`config.mk`:
```
export PLATFORM = sky130hd
export DESIGN_NAME = gpio_bank_cfg_ctrl
export DESIGN_NICKNAME = d
export VERILOG_FILES = /design/src/rtl/gpio_bank_cfg_ctrl.sv
export SDC_FILE = /design/constraint.sdc
export NUM_CORES = 1
export LEC_CHECK = 0
export ABC_AREA = 1
export BUFFER_PORTS_ARGS = -buffer_cell sky130_fd_sc_hd__buf_4
export CORE_ASPECT_RATIO = 1.1
export CORE_MARGIN = 1.5
export CORE_UTILIZATION = 46
export CTS_BUF_LIST = sky130_fd_sc_hd__clkbuf_8 sky130_fd_sc_hd__clkbuf_16
export CTS_CLUSTER_SIZE = 14
export DETAILED_ROUTE_END_ITERATION = 7
export GPL_TIMING_DRIVEN = 0
export PLACE_DENSITY = 0.69
export SYNTH_ARGS = -nofsm -noshare
export SYNTH_HDL_FRONTEND = slang
export SYNTH_SLANG_ARGS = --single-unit
```
`constraint.sdc`:
```
create_clock -name CK -period 1.7 [get_ports CK]
set_input_delay 0.34 -clock CK [delete_from_list [all_inputs] [get_ports CK]]
set_output_delay 0.34 -clock CK [all_outputs]
set_load 0.01 [all_outputs]
```
`src/rtl/gpio_bank_cfg_ctrl.sv`:
```
// rtl/gpio_bank_cfg_ctrl.sv - GPIO bank direction loader / isolation sequencer (option: GPIO_CFG_CTRL_READBACK_EN)
module gpio_bank_cfg_ctrl #(
    parameter int NUM_IO        = 8,
    parameter int SETTLE_CYCLES = 4
) (
    input  logic              CK,
    input  logic              RST,
    input  logic              CFG_EN,
    input  logic              CFG_SI,
    input  logic              RECFG,
    output logic              BUSY,
    output logic [NUM_IO-1:0] DIR,
    output logic              CONFIG_DONE,
    output logic              IO_ISOL_N,
    output logic              CFG_SO
);
    localparam int CW = $clog2(NUM_IO + 1);
    localparam int SW = $clog2(SETTLE_CYCLES + 1);

    typedef enum logic [1:0] {IDLE, LOAD, SETTLE, ACTIVE} state_t;

    state_t            state, state_nxt;
    logic [NUM_IO-1:0] shadow, shadow_nxt, shifted, dir_nxt;
    logic [CW-1:0]     cnt, cnt_nxt;
    logic [SW-1:0]     scnt, scnt_nxt;
    logic              shift_take;

    // New bits enter at the top so pad 0 ends up at bit 0 after NUM_IO shifts.
    generate
        if (NUM_IO == 1) begin : g_shift_one
            assign shifted = CFG_SI;
        end else begin : g_shift_many
            assign shifted = {CFG_SI, shadow[NUM_IO-1:1]};
        end
    endgenerate

    always_comb begin
        state_nxt  = state;
        shadow_nxt = shadow;
        cnt_nxt    = cnt;
        scnt_nxt   = scnt;
        dir_nxt    = DIR;
        shift_take = 1'b0;
        case (state)
            IDLE, LOAD: begin
                if (CFG_EN) begin
                    shift_take = 1'b1;
                    shadow_nxt = shifted;
                    cnt_nxt    = (state == IDLE) ? CW'(1) : cnt + CW'(1);
                    if (cnt_nxt == CW'(NUM_IO)) begin
                        dir_nxt   = shifted;
                        cnt_nxt   = '0;
                        scnt_nxt  = '0;
                        state_nxt = SETTLE;
                    end else begin
                        state_nxt = LOAD;
                    end
                end
            end
            SETTLE: begin
                scnt_nxt = scnt + SW'(1);
                if (scnt == SW'(SETTLE_CYCLES - 1))
                    state_nxt = ACTIVE;
            end
            ACTIVE: begin
                if (RECFG) begin
                    state_nxt = IDLE;
                    dir_nxt   = '1;
                end
            end
            default: state_nxt = IDLE;
        endcase
    end

    always_ff @(posedge CK) begin
        if (RST) begin
            state       <= IDLE;
            shadow      <= '1;
            DIR         <= '1;
            cnt         <= '0;
            scnt        <= '0;
            BUSY        <= 1'b0;
            CONFIG_DONE <= 1'b0;
            IO_ISOL_N   <= 1'b0;
        end else begin
            state       <= state_nxt;
            shadow      <= shadow_nxt;
            DIR         <= dir_nxt;
            cnt         <= cnt_nxt;
            scnt        <= scnt_nxt;
            BUSY        <= (state_nxt == LOAD) || (state_nxt == SETTLE);
            CONFIG_DONE <= (state_nxt == ACTIVE);
            IO_ISOL_N   <= (state_nxt == ACTIVE);
        end
    end

`ifdef GPIO_CFG_CTRL_READBACK_EN
    // Captures the bit falling off the bottom of the shadow on each accepted shift.
    logic so_q;
    always_ff @(posedge CK) begin
        if (RST)
            so_q <= 1'b0;
        else if (shift_take)
            so_q <= shadow[0];
    end
    assign CFG_SO = so_q;
`else
    logic unused_shift_take;
    assign unused_shift_take = shift_take;
    assign CFG_SO            = 1'b0;
`endif

endmodule

```
Word-level counts from Yosys, hierarchy flattened
Cells that the tools add are included.

Equal/unequal tests: 11. $add $sub $neg: 2. Mux-type cells: 14. Reductions and logical operators: 8.

Operators by type and width (count): $mux 8 (3); $pmux 8 s2 (1); $eq 2x2->1 const B (4); $mux 2 (4); $mux 4 (2); $mux 3 (2); $ne 2x2->1 const B (3); $pmux 2 s3 (1); $pmux 3 s2 (1); $add 4x1->4 const B (1); $eq 2x1->1 const B (2); $eq 4x4->1 const B (1); $reduce_and 4->1 (1); $reduce_bool 2->1 (2); $add 3x1->3 const B (1); $eq 3x2->1 const B (1); $reduce_and 3->1 (1); $logic_not 2->1 (1); $reduce_and 2->1 (1); $reduce_or 2->1 (1); $logic_or 1x1->1 (1).

Output and inout port bits: 12. Input port bits: 5. Bits in registers: 27. Word-level logic and storage cells: 42.

Longest topological paths before layout
Depth in word-level cells: 8. Depth in mapped cells: 13. Gate-level depth less buffers: 13.

Worst setup path before layout
Ideal clock, no wire load.

Path type: flip-flop to flip-flop. From: reg cnt[0]. To: reg BUSY. Clock period less this slack: 1648 ps. Path buffers: 0. Data required time: 1572 ps. Library setup time: 128 ps. Path slack: 52 ps. Data arrival time: 1520 ps. Stages on the path, launching flop included: 13. Path through: dfxtp_1 ha_1 inv_1 nand2_1 nor2_1 nand2_1 nand2_2 nand2_1 o21ai_1 nand2_1 ha_1 inv_1 nor2_1.

Word-level cells in the longest chain between the ends: 8. Elaborated cells between the ends (all ways): 9. Classes of those cells: add/sub: 1; eq/ne: 3; mux: 4; reduce/logical: 1.

RTL lines: from (decl) (RTL line 24) `logic [CW-1:0] cnt, cnt_nxt;`; from (signal assigned) (RTL line 89) `cnt <= cnt_nxt;`; $add 4x1->4 * (RTL line 49) `cnt_nxt = (state == IDLE) ? CW'(1) : cnt + CW'(1);`; $mux 4 * (RTL line 49); $eq 4x4->1 * (RTL line 50) `if (cnt_nxt == CW'(NUM_IO)) begin`; $mux 2 * (RTL line 50); $mux 2 * (RTL line 46) `if (CFG_EN) begin`; $pmux 2 s3 * (RTL line 44) `case (state)`; $eq 2x1->1 / $eq 2x2->1 (equally long branches) (RTL line 91) `BUSY <= (state_nxt == LOAD) || (state_nxt == SETTLE);`; $logic_or 1x1->1 * (RTL line 91); to (signal assigned) (RTL line 91); to (decl) (RTL line 11) `output logic BUSY,`.

Every way passes the cells marked *; elsewhere a longest branch is shown, timed or not. A chain may end at the register's enable or synchronous reset.

Worst setup path in the final report
From: reg cnt[1]. To: reg BUSY.

Same word-level chain as after synthesis.

==> metrics <==
outcome=completed; total number of vias=~1000; top cells by count, synth=nand2_1 (33), dfxtp_1 (26), a21oi_1 (23); total die area=2780 um^2; setup TNS=0 ns; Ant. Diodes=0; sequential fraction of the synthesis area=0.457; number of iterations in the first detailed-routing pass=4; CP Class=flop to flop; Post-DRT Antenna Nets=0; H-tree lvl count=1; GR peak layer=met2; Worst-path clk slew=0.09 ns; Hold Crit Class=primary input to flop; grt met2 use=0.307; slowest CP cell=dfxtp_2; measured slew at the worst slew-check pin=roughly 0.5 ns; Yosys top cell by area=dfxtp_1; Period minus WS final=1.64 ns; vias in the first global route=a little over 900; Yosys cell types=21; total power=~1.3 mW; worst-path fanout max=3; DP HPWL=roughly 1600 um; initial DRC count=18; Max Cap Viol=0; Leak=0.654 nW; final setup fails=0; most frequent cell after synthesis=nand2_1; initial antenna violation count=0; Top FF cell, synth=dfxtp_1; first-pass GRT wire length=between 3000 and 4000 um; Final Skew=approximately 0.0064 ns; DRC Markers=0; Core Area=2300 um^2; Final Cycle Share=0.965; RSZ-0062 raised after global routing=true; Final Core Density=0.629; largest cells by area after synthesis=dfxtp_1 (46%), nand2_1 (11%), a21oi_1 (10%); initial cell density of the core=0.496; WL per Instance=between 10 and 15 um; largest net degree at the start of global routing=16; Yosys Warn Count=0; async set or reset register ratio after synthesis=0; met1 Use GR=0.238; Post-Syn Area=between 1000 and 1500 um^2; Avg Vias per Cell=5.02; Die Span X=around 50 um; share of post-route cells with drive strength above 1=0.271; Clock Tree Buf Depth=2; worst setup margin=0.0598 ns; Final Cell Area=1440 um^2; worst path cell trace=ha_4, inv_2, nand2_2, nor2_4, nand2_2, nand2_2, nand2_2, o21ai_2, nand2_1, ha_1, inv_1, nor2_1; CP top delay family=adder cells; gr usage total=0.186; Max-Slew Margin vs Limit=0.656; Placed Cells=around 200; Clk Latency, worst-skew pair=roughly 0.27 ns; Placer Congestion=0.858; #FFs+latches synth=26; IO Count=17; syn avg cell area=7.39 um^2; cell mode on critical path=nand2_2; Layout Cells excl Fill=207; Worst EP arrival=between 1.5 and 2 ns; max-slew violations=0; post-synthesis cell count=about 150; Final Hold Fails=0; share of the synthesized area in the top cell type=0.457; CP startpoint kind=flop; Max Clock Freq=between 0.6 and 0.7 GHz; peak supply drop=around 0.55 mV; Post-DP Area=~1300 um^2; CTS tree=done; Post-synth EDFFs=0; total wire length=roughly 2400 um; Die Ht=between 50 and 60 um; Nets=187; PwrDens=between 800 and 900 nW/um^2; CTS Sinks=26; Worst Path Buf+Inv=2; clk root buf=clkbuf_8; Worst setup EP type=flop; CTS Buf Count=3; worst path required time=1.85 ns; row cnt=18; post-place setup slack=-0.144 ns; max incr delay on CP=0.39 ns; Syn Nets=approximately 160; Layout area overhead=26.8%; total grt overflow=0; met3 Use GR=0.0296; IO buf count=14; final hold slack=0.294 ns
[power by group]
part / total (mW) / leakage [nW] / internal (mW) / switching (mW)
combinational: 0.120 / 0.405 / 0.0495 / 0.0703
clock: 0.504 / 0.0357 / 0.315 / 0.189
sequential: 0.647 / 0.214 / 0.630 / 0.0168
[cell type report]
cell class	count	area, um^2
flip-flops and latches	26	524
clock inverters	1	30.0
repair buffers	19	146
well taps	30	37.5
multi-input cells	104	556
inverters	16	60.1
clock buffers	3	41.3
fillers	214	853
plain buffers	8	48.8
[state kept, by name, summed over array words and instances (netlist names)]
register / cells
cnt: 4
scnt: 3
shadow: 7
IO_ISOL_N: 1
DIR: 8
state: 2
BUSY: 1
[what timing repair did]
action | 4_1_cts | 5_1_grt
resized for setup | 4 | 13
setup endpoints to repair | 2 | 7
hold buffers | 0 | 0
buffers inserted | 4 | 1
pin swaps | 2 | 7
[path summary, 6_finish.rpt]
check             startpoint   endpoint  slack (ns)  cells after the start
setup / recovery      cnt[1]       BUSY        0.06                     12
hold / removal        CFG_SI  shadow[7]        0.29                      3
setup reg to reg      cnt[1]       BUSY        0.06                     12
hold reg to reg      scnt[2]    scnt[2]        0.46                      2
[worst register-to-register path: stages, from the launching register on]
cell     delay [ns]
dfxtp_2        0.39
ha_4           0.22
inv_2          0.05
nand2_2        0.05
nor2_4         0.11
nand2_2        0.06
nand2_2        0.07
nand2_2        0.07
o21ai_2        0.07
nand2_1        0.08
ha_1           0.28
inv_1          0.05
nor2_1         0.03
[kinds of logic after synthesis]
group | Yosys count | share of synthesized area
AOI/OAI and AO/OA | 38 | 0.170
adders and majority gates | 4 | 0.0440
other | 1 | 0.00329
buffers and inverters | 24 | 0.0956
and+or+nand+nor | 61 | 0.230
DFF | 26 | 0.457
[routing by layer]
metal | routed length [um] | share of wire
met1 | 1120 | 0.46
met2 | 1150 | 0.47
met3 | 118 | 0.049
met4 | 31 | 0.013
met5 | 0 | 0
[cell usage in the layout (no fill, tap or decap), types with 2 or more instances in the layout]
cell type,instances
a21oi_1,23
buf_4,21
buf_6,2
clkbuf_1,4
clkbuf_8,3
dfxtp_1,23
dfxtp_2,3
ha_1,3
inv_1,11
inv_2,4
nand2_1,30
nand2_2,4
nand3_1,8
nor2_1,11
nor2_2,2
nor2_4,3
o21ai_0,4
o21ai_1,9
o21ai_2,2
No activity file was read; power rests on OpenSTA's default activity.
